$ cat src/rtl/fwd_hazard_scoreboard_if.sv
// Pipeline-side bundle for the forwarding / hazard scoreboard: operand
// sources, EX/MEM and MEM/WB writeback info, long-latency issue/completion,
// and the resulting mux selects, stall and status.
interface fwd_hazard_scoreboard_if #(
  parameter int REG_ADDR_WIDTH = 5,
  parameter int NUM_RPORTS     = 2
);
  logic                                 id_exe_valid;
  logic [NUM_RPORTS*REG_ADDR_WIDTH-1:0] id_exe_reg_raddr;
  logic [REG_ADDR_WIDTH-1:0]            exe_mem_reg_waddr;
  logic                                 exe_mem_reg_wen;
  logic                                 exe_mem_is_load;
  logic [REG_ADDR_WIDTH-1:0]            mem_wb_reg_waddr;
  logic                                 mem_wb_reg_wen;
  logic                                 iss_valid;
  logic [REG_ADDR_WIDTH-1:0]            iss_waddr;
  logic                                 iss_ready;
  logic                                 cmpl_valid;
  logic [REG_ADDR_WIDTH-1:0]            cmpl_waddr;
  logic [NUM_RPORTS*2-1:0]              forwarding;
  logic                                 stall;
  logic                                 sb_err;
  logic [31:0]                          stall_cycles;

  // pipeline side
  modport master (
    output id_exe_valid, id_exe_reg_raddr, exe_mem_reg_waddr, exe_mem_reg_wen,
           exe_mem_is_load, mem_wb_reg_waddr, mem_wb_reg_wen, iss_valid,
           iss_waddr, cmpl_valid, cmpl_waddr,
    input  iss_ready, forwarding, stall, sb_err, stall_cycles
  );

  // scoreboard side
  modport slave (
    input  id_exe_valid, id_exe_reg_raddr, exe_mem_reg_waddr, exe_mem_reg_wen,
           exe_mem_is_load, mem_wb_reg_waddr, mem_wb_reg_wen, iss_valid,
           iss_waddr, cmpl_valid, cmpl_waddr,
    output iss_ready, forwarding, stall, sb_err, stall_cycles
  );
endinterface

$ cat src/rtl/fwd_hazard_scoreboard.sv
// Forwarding mux select, load-use / pending-write stall detection and a
// per-register scoreboard of outstanding long-latency writes.

// Per-source-port hazard check: picks the forwarding source and flags a stall.
module fwd_port_chk #(
  parameter int AW    = 5,
  parameter int CNT_W = 2
) (
  input  logic [AW-1:0]    src,
  input  logic [AW-1:0]    exe_waddr,
  input  logic             exe_wen,
  input  logic             exe_load,
  input  logic [AW-1:0]    mem_waddr,
  input  logic             mem_wen,
  input  logic             cmpl_valid,
  input  logic [AW-1:0]    cmpl_waddr,
  input  logic [CNT_W-1:0] cnt_s,
  output logic [1:0]       sel,
  output logic             hz
);
  logic nz, exe_hit, mem_hit, cmpl_hit;

  assign nz       = (src != '0);
  assign exe_hit  = nz && exe_wen && (exe_waddr == src);
  assign mem_hit  = nz && mem_wen && (mem_waddr == src);
  assign cmpl_hit = nz && cmpl_valid && (cmpl_waddr == src);

  // first match wins: youngest producer first, completion only when it is the last one pending
  always_comb begin
    sel = 2'b00;
    if (exe_hit && !exe_load)                   sel = 2'b01;
    else if (mem_hit)                           sel = 2'b10;
    else if (cmpl_hit && cnt_s == CNT_W'(1))    sel = 2'b11;
  end

  // load-use, or writes still pending after this cycle's completion
  assign hz = (exe_hit && exe_load) || (nz && (cnt_s > CNT_W'(cmpl_hit)));
endmodule

module fwd_hazard_scoreboard #(
  parameter int REG_ADDR_WIDTH = 5,
  parameter int NUM_RPORTS     = 2,
  parameter int MAX_PENDING    = 3,
  parameter int CNT_W          = $clog2(MAX_PENDING + 1)
) (
  input logic clk,
  input logic rst,
  fwd_hazard_scoreboard_if.slave bus
);
  localparam int AW    = REG_ADDR_WIDTH;
  localparam int NREGS = 2 ** REG_ADDR_WIDTH;

  logic [NREGS-1:0][CNT_W-1:0]      cnt;
  logic [NUM_RPORTS-1:0][AW-1:0]    src;
  logic [NUM_RPORTS-1:0][CNT_W-1:0] cnt_s;
  logic [NUM_RPORTS-1:0][1:0]       sel;
  logic [NUM_RPORTS-1:0]            hz;
  logic [NREGS-1:0]                 inc, dec, err;
  logic                             cmpl_iss;

  for (genvar p = 0; p < NUM_RPORTS; p++) begin : g_port
    assign src[p]   = bus.id_exe_reg_raddr[p*AW +: AW];
    assign cnt_s[p] = cnt[src[p]];
    fwd_port_chk #(.AW(AW), .CNT_W(CNT_W)) u_chk (
      .src        (src[p]),
      .exe_waddr  (bus.exe_mem_reg_waddr),
      .exe_wen    (bus.exe_mem_reg_wen),
      .exe_load   (bus.exe_mem_is_load),
      .mem_waddr  (bus.mem_wb_reg_waddr),
      .mem_wen    (bus.mem_wb_reg_wen),
      .cmpl_valid (bus.cmpl_valid),
      .cmpl_waddr (bus.cmpl_waddr),
      .cnt_s      (cnt_s[p]),
      .sel        (sel[p]),
      .hz         (hz[p])
    );
  end

  assign bus.forwarding = sel;
  assign bus.stall      = bus.id_exe_valid && (|hz);

  // a completion to the same register frees the slot this cycle
  assign cmpl_iss      = bus.cmpl_valid && (bus.cmpl_waddr == bus.iss_waddr);
  assign bus.iss_ready = (cnt[bus.iss_waddr] < CNT_W'(MAX_PENDING)) || cmpl_iss;

  // per-register issue/completion decode; x0 is never tracked
  always_comb begin
    inc = '0;
    dec = '0;
    err = '0;
    for (int r = 1; r < NREGS; r++) begin
      inc[r] = bus.iss_valid && bus.iss_ready && (bus.iss_waddr == AW'(r));
      dec[r] = bus.cmpl_valid && (bus.cmpl_waddr == AW'(r));
      err[r] = dec[r] && !inc[r] && (cnt[r] == '0);
    end
  end

  // pending counters and sticky error
  always_ff @(posedge clk) begin
    if (rst) begin
      cnt        <= '0;
      bus.sb_err <= 1'b0;
    end else begin
      for (int r = 1; r < NREGS; r++) begin
        if (inc[r] && !dec[r])                     cnt[r] <= cnt[r] + CNT_W'(1);
        else if (dec[r] && !inc[r] && cnt[r] != '0) cnt[r] <= cnt[r] - CNT_W'(1);
      end
      if (|err) bus.sb_err <= 1'b1;
    end
  end

  // saturating stall-cycle counter
  always_ff @(posedge clk) begin
    if (rst)                                  bus.stall_cycles <= '0;
    else if (bus.stall && bus.stall_cycles != '1) bus.stall_cycles <= bus.stall_cycles + 32'd1;
  end
endmodule

$ cat src/flat_wrapper.sv
// flat-port wrapper written by rule: the top's interface ports become plain ports
module fwd_hazard_scoreboard_flat 
#(
  parameter int REG_ADDR_WIDTH = 5,
  parameter int NUM_RPORTS     = 2,
  parameter int MAX_PENDING    = 3,
  parameter int CNT_W          = $clog2(MAX_PENDING + 1)
)
  (clk, rst, bus_id_exe_valid, bus_id_exe_reg_raddr, bus_exe_mem_reg_waddr, bus_exe_mem_reg_wen, bus_exe_mem_is_load, bus_mem_wb_reg_waddr, bus_mem_wb_reg_wen, bus_iss_valid, bus_iss_waddr, bus_cmpl_valid, bus_cmpl_waddr, bus_iss_ready, bus_forwarding, bus_stall, bus_sb_err, bus_stall_cycles);
  fwd_hazard_scoreboard_if #(.REG_ADDR_WIDTH(REG_ADDR_WIDTH), .NUM_RPORTS(NUM_RPORTS)) bus_i ();
  input logic clk;
  input logic rst;
  input wire logic [$bits(bus_i.id_exe_valid)-1:0] bus_id_exe_valid;
  input wire logic [$bits(bus_i.id_exe_reg_raddr)-1:0] bus_id_exe_reg_raddr;
  input wire logic [$bits(bus_i.exe_mem_reg_waddr)-1:0] bus_exe_mem_reg_waddr;
  input wire logic [$bits(bus_i.exe_mem_reg_wen)-1:0] bus_exe_mem_reg_wen;
  input wire logic [$bits(bus_i.exe_mem_is_load)-1:0] bus_exe_mem_is_load;
  input wire logic [$bits(bus_i.mem_wb_reg_waddr)-1:0] bus_mem_wb_reg_waddr;
  input wire logic [$bits(bus_i.mem_wb_reg_wen)-1:0] bus_mem_wb_reg_wen;
  input wire logic [$bits(bus_i.iss_valid)-1:0] bus_iss_valid;
  input wire logic [$bits(bus_i.iss_waddr)-1:0] bus_iss_waddr;
  input wire logic [$bits(bus_i.cmpl_valid)-1:0] bus_cmpl_valid;
  input wire logic [$bits(bus_i.cmpl_waddr)-1:0] bus_cmpl_waddr;
  output wire logic [$bits(bus_i.iss_ready)-1:0] bus_iss_ready;
  output wire logic [$bits(bus_i.forwarding)-1:0] bus_forwarding;
  output wire logic [$bits(bus_i.stall)-1:0] bus_stall;
  output wire logic [$bits(bus_i.sb_err)-1:0] bus_sb_err;
  output wire logic [$bits(bus_i.stall_cycles)-1:0] bus_stall_cycles;
  assign bus_i.id_exe_valid = bus_id_exe_valid;
  assign bus_i.id_exe_reg_raddr = bus_id_exe_reg_raddr;
  assign bus_i.exe_mem_reg_waddr = bus_exe_mem_reg_waddr;
  assign bus_i.exe_mem_reg_wen = bus_exe_mem_reg_wen;
  assign bus_i.exe_mem_is_load = bus_exe_mem_is_load;
  assign bus_i.mem_wb_reg_waddr = bus_mem_wb_reg_waddr;
  assign bus_i.mem_wb_reg_wen = bus_mem_wb_reg_wen;
  assign bus_i.iss_valid = bus_iss_valid;
  assign bus_i.iss_waddr = bus_iss_waddr;
  assign bus_i.cmpl_valid = bus_cmpl_valid;
  assign bus_i.cmpl_waddr = bus_cmpl_waddr;
  assign bus_iss_ready = bus_i.iss_ready;
  assign bus_forwarding = bus_i.forwarding;
  assign bus_stall = bus_i.stall;
  assign bus_sb_err = bus_i.sb_err;
  assign bus_stall_cycles = bus_i.stall_cycles;
  fwd_hazard_scoreboard #(.REG_ADDR_WIDTH(REG_ADDR_WIDTH), .NUM_RPORTS(NUM_RPORTS), .MAX_PENDING(MAX_PENDING), .CNT_W(CNT_W)) u_core (.clk(clk), .rst(rst), .bus(bus_i));
endmodule
$ cat config.mk
export PLATFORM = sky130hd
export DESIGN_NAME = fwd_hazard_scoreboard_flat
export DESIGN_NICKNAME = d
export VERILOG_FILES = /design/src/rtl/fwd_hazard_scoreboard_if.sv /design/src/rtl/fwd_hazard_scoreboard.sv /design/src/flat_wrapper.sv
export SDC_FILE = /design/constraint.sdc
export NUM_CORES = 1
export LEC_CHECK = 0
export BUFFER_PORTS_ARGS = -buffer_cell sky130_fd_sc_hd__buf_4
export CORE_ASPECT_RATIO = 0.75
export CORE_MARGIN = 2
export CORE_UTILIZATION = 50
export CTS_CLUSTER_SIZE = 16
export DETAILED_ROUTE_END_ITERATION = 16
export PLACE_DENSITY = 0.69
export SLEW_MARGIN = 20
export SYNTH_ARGS = -nofsm -noshare
export SYNTH_HDL_FRONTEND = slang
export SYNTH_SLANG_ARGS = --single-unit
$ cat constraint.sdc
create_clock -name clk -period 5.5 [get_ports clk]
set_clock_uncertainty 0.1 [all_clocks]
set_input_delay 0.55 -clock clk [delete_from_list [all_inputs] [get_ports clk]]
set_output_delay 0.55 -clock clk [all_outputs]
set_load 0.05 [all_outputs]
==> results.cfg <==
[sta]
slew_headroom_pct = 29.50
finalCritPeriodShare_pct = 76.12
fmax_mhz = 238.8
period_minus_slack_ns = 4.187
finalHoldViolations = 0
worstMarginPinSlew_ns = 1.043
setup_ws_ns = 1.313
finalMaxSlewViolations = 0
rsz0062_at_grt = false
finalSetupTns_ns = 0
setup_viol = 0

[place]
placed_area_sq_um = 7948
pre_cts_slack_ns = 1.055
dp_cells = 1068
hpwl_um = 18440
place_congestion = 0.9588
io_buffer_count = 76

[global_route]
grt_pass1_wl_um = 38120
grtUsageTotal_pct = 32.14
grt_remaining_overflow = 0
grt_pass1_vias = 6825
grt_max_degree = 75
antenna_found_initial = 0

[cts]
clock-sinks = 95
cts_tree = yes
post-cts-setup-buffers = 0
cts.reportedPaths.clkPinSlew_ns = 0.07
cts_made_buffers = 9
cts_resized = 0
cts_buffer_depth = 2
hold_buffers = 0
clk_latency_ns = 0.36
cts_root_buf = clkbuf_16
h-tree-depth = 3

[cells_and_area]
seqCellArea_sq_um = 1902
multiInputGateArea_sq_um = 5139
nFillCells = 1318
areaGrowthSynthToFinish_pct = 12.37
drive_above_1_share_pct = 19.68
n_antenna_cell = 0
nets = 920
fin_area_sq_um = 8277
finalNonFillerCells = 1084

[yosys]
ys.flop_type = dfxtp_1
synth_area_sq_um = 7366
synthTopCellsByArea = dfxtp_1, mux4_2, a21oi_1
synth_fp_nets = 890
synth-seq-cells = 95
async_flop_share_pct = 0
yosysWarningCount = 0
synth_cell_types = 59
ys_seq_area_share_pct = 25.82
yosysMostFrequentCell = dfxtp_1
synth_top_area_cell = dfxtp_1
avgSynthCellArea_sq_um = 8.676
netlist.area_leader.share_pct = 25.82
synthTopCellsByCount = dfxtp_1, a21oi_1, nand2_1
syn_inst = 849
synth_edf_count = 0

[die]
core_area_sq_um = 14450
die_h_um = 109.1
rows = 38
start_util_pct = 50.96
dieArea_sq_um = 15730
die_x_um = 144.2
ios = 77

[power]
vdd_ir_drop_max_uv = 153.6
p_per_area_nw_per_um2 = 196.0
p_leak_nw = 2.857

[hold_path]
hold_path_class = reg2reg

[worst_setup_path]
endpoint_kind = output pin
crit_required_ns = 4.85
path_max_fanout = 21
arrival_ns = 3.54
start_kind = input pin
crit_type = in2out

[detailed_routing]
avgViaCountPerCell = 6.831
post-route-drc-count = 0
drt-total-wl_um = 24940
ant_nets = 0
first_iter_violations = 959
num_vias = 7405
drt_pass1_iterations = 5
post_drt_wl_per_cell_um = 23.01

[job]
max_cap_viol_count = 0

[status]
status = complete, no violations
## layout make-up
cell class | count | share of cell area, %
Clock inverter | 7 | 1.255
Timing Repair Buffer | 82 | 7.438
Clock buffer | 9 | 2.721
Inverter | 11 | 0.4989
Tap cell | 200 | 3.023
Multi-Input combinational cell | 680 | 62.09
Sequential cell | 95 | 22.98
## logic make-up (layout without fill, tap and decap cells)
logic type | Yosys count | after routing | share of synthesized area [%]
AO/OA/AOI/OAI | 247 | 247 | 21.98
XOR/XNOR | 42 | 42 | 4.994
adder cells (fa/ha/maj) | 3 | 3 | 0.5097
buffers and inverters | 74 | 109 | 4.416
flip-flops | 95 | 95 | 25.82
multiplexers | 68 | 68 | 17.62
AND/OR/NAND/NOR | 320 | 320 | 24.66
## per-layer routing
metal | track usage (%) | vias to the layer above | wire length (um) | part of all wire, %
met4 | 7.282 | 0 | 236 | 0.95
met1 | 47.52 | 3623 | 11110 | 45
met3 | 9.047 | 26 | 3158 | 13
met2 | 46.53 | 414 | 10440 | 42
li1 | - | 3342 | - | -
met5 | 0 | - | 0 | 0
## placed cells by master, fill, tap and decap left out, types with 14 or more instances in the layout
master / Yosys / final
a211oi_1: 31 / 31
a21oi_1: 60 / 60
a31oi_1: 30 / 30
and4_1: 30 / 30
buf_4: 4 / 82
dfxtp_1: 95 / 95
mux4_2: 48 / 48
nand2_1: 54 / 54
nand2b_1: 29 / 29
nand3_1: 19 / 19
nand4_1: 17 / 17
nor2_1: 37 / 37
nor2b_1: 16 / 16
nor3_1: 46 / 46
o21a_1: 31 / 31
o21ai_0: 45 / 45
or3_1: 14 / 14
xnor2_1: 25 / 25
xor2_1: 17 / 17
## stage by stage
| step | power, mW | util, % | hold WS [ns] |
|---|---|---|---|
| after floorplan | 0.8586 | - | 0.3824 |
| final | 1.622 | 57.26 | 0.4055 |
| after global placement | 0.9180 | 54.99 | 0.3801 |
| after global routing | 1.674 | 57.26 | 0.4222 |
| after detailed placement | 0.9240 | 54.99 | 0.3930 |
| after CTS | 1.624 | 57.26 | 0.4036 |
## power by group
group,internal [mW],switching (mW)
registers,0.692,0.00904
clock network,0.404,0.305
logic,0.0808,0.132
## worst max-delay path, stage by stage
cell	delay [ns]
buf_4	0.32
mux4_2	0.55
mux4_2	0.49
mux2i_1	0.20
ha_1	0.26
or2_2	0.28
a21oi_1	0.19
o31a_1	0.41
buf_4	0.28
## state kept, by name, indices dropped and copies added (netlist names)
register,cells
u_core.cnt,62
u_core.bus.sb_err,1
u_core.bus.stall_cycles,32
## path summary, 6_finish.rpt
check | startpoint | to | slack (ns) | cells after the start
max | bus_id_exe_reg_raddr[0] | bus_stall | 1.31 | 9
min reg2reg | u_core.bus.stall_cycles[25]$_SDFFE_PP0P_ | u_core.bus.stall_cycles[25]$_SDFFE_PP0P_ | 0.41 | 2
min | u_core.bus.stall_cycles[25]$_SDFFE_PP0P_ | u_core.bus.stall_cycles[25]$_SDFFE_PP0P_ | 0.41 | 2
max reg2reg | u_core.cnt[56]$_SDFFE_PP0P_ | u_core.bus.stall_cycles[27]$_SDFFE_PP0P_ | 1.55 | 10
Power figures use the tool's default switching activity.
